--- src/rtl/display_pkg.sv ---
// Shared display definitions for the sequencer responders (clear, foreground, wait):
// default geometry, colour type, responder state encoding and the checkerboard helper.
package display_pkg;

  localparam int COLOR_CHANNEL_DEPTH = 2;
  localparam int SCREEN_W            = 160;
  localparam int SCREEN_H            = 120;
  localparam int COLOR_W             = 3 * COLOR_CHANNEL_DEPTH;

  typedef logic [COLOR_W-1:0] color_t;

  typedef enum logic [1:0] {
    IDLE  = 2'd0,
    SWEEP = 2'd1,
    DONE  = 2'd2
  } resp_state_e;

  // Checkerboard cell parity on 8x8 tiles.
  function automatic logic checker_odd(input logic [7:0] x, input logic [6:0] y);
    return x[3] ^ y[3];
  endfunction

endpackage

--- src/rtl/raster_counter.sv ---
// Row-major pixel raster counter: x steps across a row, wraps and bumps y.
// Also exposes next-state coordinates so callers can register per-pixel data in step.
module raster_counter #(
  parameter int W = display_pkg::SCREEN_W,
  parameter int H = display_pkg::SCREEN_H
) (
  input  logic       clock,
  input  logic       resetn,
  input  logic       clear_i,
  input  logic       advance_i,
  output logic [7:0] x_o,
  output logic [6:0] y_o,
  output logic [7:0] x_nxt_o,
  output logic [6:0] y_nxt_o,
  output logic       last_pixel_o
);

  localparam logic [7:0] X_LAST = 8'(W - 1);
  localparam logic [6:0] Y_LAST = 7'(H - 1);

  logic [7:0] x_q, x_d;
  logic [6:0] y_q, y_d;

  always_comb begin
    x_d = x_q;
    y_d = y_q;
    if (clear_i) begin
      x_d = '0;
      y_d = '0;
    end else if (advance_i) begin
      if (x_q == X_LAST) begin
        x_d = '0;
        y_d = y_q + 7'd1;
      end else begin
        x_d = x_q + 8'd1;
      end
    end
  end

  always_ff @(posedge clock or negedge resetn) begin
    if (!resetn) begin
      x_q <= '0;
      y_q <= '0;
    end else begin
      x_q <= x_d;
      y_q <= y_d;
    end
  end

  assign x_o          = x_q;
  assign y_o          = y_q;
  assign x_nxt_o      = x_d;
  assign y_nxt_o      = y_d;
  assign last_pixel_o = (x_q == X_LAST) && (y_q == Y_LAST);

endmodule

--- src/rtl/screen_clear.sv ---
// Clear responder: on enable, writes every frame-buffer pixel once, then handshakes done.
// Build option SCREEN_CLEAR_PATTERN_EN swaps the flat background for a checkerboard.
module screen_clear #(
  parameter int COLOR_CHANNEL_DEPTH                    = display_pkg::COLOR_CHANNEL_DEPTH,
  parameter int SCREEN_W                               = display_pkg::SCREEN_W,
  parameter int SCREEN_H                               = display_pkg::SCREEN_H,
  parameter logic [3*COLOR_CHANNEL_DEPTH-1:0] BG_COLOR = '0
) (
  input  logic                             clock,
  input  logic                             resetn,
  input  logic                             enable,
  output logic [7:0]                       x,
  output logic [6:0]                       y,
  output logic [3*COLOR_CHANNEL_DEPTH-1:0] color,
  output logic                             writeEn,
  output logic                             done
);
  import display_pkg::*;

  localparam int CW = 3 * COLOR_CHANNEL_DEPTH;
`ifdef SCREEN_CLEAR_PATTERN_EN
  localparam logic PATTERN_EN = 1'b1;
`else
  localparam logic PATTERN_EN = 1'b0;
`endif

  resp_state_e state_q;
  logic        wr_en_q, done_q;
  logic [CW-1:0] color_q, color_d;

  logic       advance, clear, last_pixel;
  logic [7:0] x_nxt;
  logic [6:0] y_nxt;

  // The counter only moves while a sweep continues; any other path parks it at (0,0),
  // which covers abort, completion and illegal-state recovery in one place.
  assign advance = (state_q == SWEEP) && enable && !last_pixel;
  assign clear   = !advance;

  raster_counter #(
    .W (SCREEN_W),
    .H (SCREEN_H)
  ) u_raster (
    .clock        (clock),
    .resetn       (resetn),
    .clear_i      (clear),
    .advance_i    (advance),
    .x_o          (x),
    .y_o          (y),
    .x_nxt_o      (x_nxt),
    .y_nxt_o      (y_nxt),
    .last_pixel_o (last_pixel)
  );

  // Colour follows the next coordinates so it lands in the same cycle as x/y.
  assign color_d = (PATTERN_EN && checker_odd(x_nxt, y_nxt)) ? ~BG_COLOR : BG_COLOR;

  always_ff @(posedge clock or negedge resetn) begin
    if (!resetn) begin
      state_q <= IDLE;
      wr_en_q <= 1'b0;
      done_q  <= 1'b0;
      color_q <= BG_COLOR;
    end else begin
      color_q <= color_d;
      case (state_q)
        IDLE: begin
          done_q <= 1'b0;
          if (enable) begin
            state_q <= SWEEP;
            wr_en_q <= 1'b1;
          end else begin
            wr_en_q <= 1'b0;
          end
        end
        SWEEP: begin
          if (!enable) begin
            state_q <= IDLE;
            wr_en_q <= 1'b0;
            done_q  <= 1'b0;
          end else if (last_pixel) begin
            state_q <= DONE;
            wr_en_q <= 1'b0;
            done_q  <= 1'b1;
          end
        end
        DONE: begin
          wr_en_q <= 1'b0;
          if (!enable) begin
            state_q <= IDLE;
            done_q  <= 1'b0;
          end
        end
        default: begin
          state_q <= IDLE;
          wr_en_q <= 1'b0;
          done_q  <= 1'b0;
          color_q <= BG_COLOR;
        end
      endcase
    end
  end

  assign writeEn = wr_en_q;
  assign done    = done_q;
  assign color   = color_q;

endmodule

--- config.mk ---
export PLATFORM = sky130hd
export DESIGN_NAME = screen_clear
export DESIGN_NICKNAME = d
export VERILOG_FILES = /design/src/rtl/display_pkg.sv /design/src/rtl/raster_counter.sv /design/src/rtl/screen_clear.sv
export SDC_FILE = /design/constraint.sdc
export NUM_CORES = 1
export LEC_CHECK = 0
export CAP_MARGIN = 10
export CORE_UTILIZATION = 42
export CTS_CLUSTER_DIAMETER = 30
export DETAILED_ROUTE_END_ITERATION = 6
export HOLD_SLACK_MARGIN = 0.12
export PLACE_DENSITY = 0.78
export SETUP_SLACK_MARGIN = 0.1
export SYNTH_ARGS = -nofsm -noshare
export SYNTH_HDL_FRONTEND = slang
export SYNTH_SLANG_ARGS = --single-unit
--- constraint.sdc ---
create_clock -name clock -period 1.7 [get_ports clock]
set_input_delay 0.425 -clock clock [delete_from_list [all_inputs] [get_ports clock]]
set_output_delay 0.425 -clock clock [all_outputs]
set_load 0.05 [all_outputs]
==> flow_metrics.tcl <==
set metrics [dict create \
    status "completed" \
    grt_first_pass_wirelength_mm 3.16 \
    initial_core_util 0.465 \
    worstReg2RegEnd "state_q[1]" \
    crit_chain "ha_4 > and4_4 > nand4_1 > or3b_4 > a21boi_2" \
    fin_crit_ns 1.57 \
    dr.pass1.iters 4 \
    cp.required_ns 1.94 \
    clk_path_buf_depth 2 \
    synthDistinctLibCells 30 \
    grt_pass1_vias 715 \
    synth-adder-area-share 0.0261 \
    max-vdd-ir-drop_v 0.000513 \
    rows 16 \
    num-nets-final 137 \
    grtUsageMet3 0.0278 \
    synthSimpleGateAreaFrac 0.241 \
    crit_fanout 5 \
    rsz0062_at_grt "true" \
    synth_top_family_by_area "simple AND/OR/NAND/NOR gates" \
    drv_cap 0 \
    grt-busiest-layer "met2" \
    use_met2 0.284 \
    setup_viol_count_final 0 \
    met1_usage 0.211 \
    place_congestion 0.857 \
    final.period_utilization 0.925 \
    hold_class "input pin to async pin" \
    max_stage_delay_ns 0.42 \
    clockRootBuffer "clkbuf_4" \
    finalPower_mw 0.863 \
    worstSkewPairLatency_ns 0.30 \
    yosys_warnings 0 \
    synth_seq_area_share 0.495 \
    yosys.area.top_type "dfrtp_1" \
    nFillCells 150 \
    place_hpwl_mm 1.39 \
    regToRegSetupSlack_ns 0.13 \
    synth_mux_area_frac 0 \
    wl_mm 2.02 \
    coreArea_um2 2060 \
    synth-xor-area-share 0.0639 \
    cp_num_buf_inv 0 \
    via_count 805 \
    grt_overflow 0 \
    die_area_um2 2480 \
    syn_area_um2 960 \
    ios 26 \
    synth_edf_count 0 \
    cts_tree "done" \
    drv_slew 0 \
    finClkSkew_ns 0.00413 \
    first_iter_violations 8 \
    reg2reg_depth 5 \
    syn_inst 96 \
    die_width_um 49.8 \
    crit_slowest_cell "or3b_4" \
    postSynthAreaPerCell_um2 10.0 \
    die_y_um 49.8 \
    synthMostInstantiatedCell "dfrtp_1" \
    antenna_cells 0 \
    reg2reg_from "u_raster.x_o[1]" \
    fmax_mhz 636 \
    synth_flop_cell "dfrtp_1" \
    postCtsHoldBufs 0 \
    synth_top_area_frac 0.495 \
    numCtsBuffers 3 \
    cp-end-kind "register" \
    via_per_inst 5.09 \
    cts.htree.levels 1 \
    grt.total_usage 0.170 \
    postLayoutCoreUtil 0.728 \
    path_clk_slew_ns 0.11 \
    io_buffers 19 \
    area_growth_pct 56.5 \
    synth.area.top_cells "dfrtp_1, xor2_1, buf_4, nand2_1, o21ai_0" \
    synth_compound_area_frac 0.104 \
    crit_family "simple AND/OR/NAND/NOR gates" \
    drcViolationCount 0 \
    hold_viol_final 0 \
    async_reset_ff_frac 1.00 \
    antenna_left 0 \
    antenna_found_initial 0 \
    startpoint_type "register" \
    drive_above_1_share 0.427 \
    ys_seq_elements 19 \
    grt_max_degree 20 \
    p_per_area_nw_per_um2 575 \
    cp.arrival_ns 1.81 \
    synthTopCellsByCount "dfrtp_1, nand2_1, nor2_1" \
    critical_path_class "register to register" \
    cts.sink_count 19 \
    p_leak_nw 0.629 \
    wire_per_inst_um 12.8 \
]
-- layer usage --
metal  part of all wire  up-vias  wire length [µm]
li1                   -      394                 -
met4              0.022        0                44
met1               0.44      379               883
met3              0.044        4                89
met5                  0        -                 0
met2               0.50       28               999
-- layout by cell type, fill, tap and decap left out, types with 3 or more instances in the layout --
| cell type | synthesis | final |
|---|---|---|
| nor2_1 | 7 | 7 |
| o21ai_0 | 6 | 6 |
| conb_1 | 1 | 6 |
| nand2_1 | 9 | 9 |
| dfrtp_1 | 19 | 12 |
| xor2_1 | 6 | 6 |
| nand3_1 | 4 | 4 |
| buf_4 | 6 | 17 |
| clkbuf_4 | 0 | 3 |
| a21oi_2 | 1 | 3 |
| nand2b_1 | 4 | 3 |
| buf_12 | 0 | 15 |
| dfrtp_2 | 0 | 7 |
-- sequential cells by signal, summed over array words and instances (netlist names) --
register / count
u_raster.y_o: 7
state_q: 2
writeEn: 1
u_raster.x_o: 8
done: 1
-- worst reg2reg max path: stages, from the launching register on --
cell,delay (ns)
dfrtp_2,0.40
ha_4,0.15
and4_4,0.27
nand4_1,0.14
or3b_4,0.42
a21boi_2,0.13
-- power by group --
group | switching (mW) | internal, mW
clock network | 0.142 | 0.0916
registers | 0.0115 | 0.463
logic | 0.102 | 0.0529
total | 0.256 | 0.608
-- cells by family (layout without fill, tap and decap cells) --
group | Yosys count | in the layout
and+or+nand+nor | 40 | 40
DFF | 19 | 19
AOI/OAI and AO/OA | 17 | 17
buffers and inverters | 10 | 40
xor gates and xnor gates | 7 | 7
adders and majority gates | 2 | 2
other | 1 | 6
-- repair_timing --
item | in CTS | in global routing
endpoints found under the hold margin | 0 | 0
setup buffers | 2 | 4
endpoints found under the setup margin | 8 | 7
gates resized for setup | 1 | 10
pin swaps | 0 | 1
-- worst max-delay path by stage --
stage                    start               to  slack [ns]  cells after the start
2_1_floorplan  u_raster.x_o[0]  u_raster.y_o[2]        0.02                      6
3_3_place_gp            enable  u_raster.y_o[6]       -0.05                      5
3_5_place_dp            enable  u_raster.y_o[0]       -0.08                      4
4_1_cts        u_raster.x_o[1]  u_raster.y_o[3]        0.10                      5
5_1_grt        u_raster.x_o[1]       state_q[1]        0.07                      5
6_report       u_raster.x_o[1]       state_q[1]        0.13                      5
-- cell type report --
cell class	instances	area, µm²	share of cell area
clock buffer	4	26.3	0.0175
tap	27	33.8	0.0225
timing repair buffer	34	448	0.298
inverter	2	7.51	0.00500
sequential	19	484	0.322
multi-input combinational	72	502	0.334
-- stage by stage --
step | instances | area [µm²] | worst slack [ns] | setup TNS [ns] | hold WS, ns
after floorplan | 101 | 1000 | 0.0199 | 0 | 0.129
after global placement | 148 | 1380 | -0.0461 | -0.163 | 0.514
after detailed placement | 148 | 1380 | -0.0812 | -0.454 | 0.515
after CTS | 154 | 1430 | 0.103 | 0 | 0.457
after global routing | 158 | 1500 | 0.0693 | 0 | 0.459
final | 158 | 1500 | 0.127 | 0 | 0.452
(Power assumes the default switching activity.)
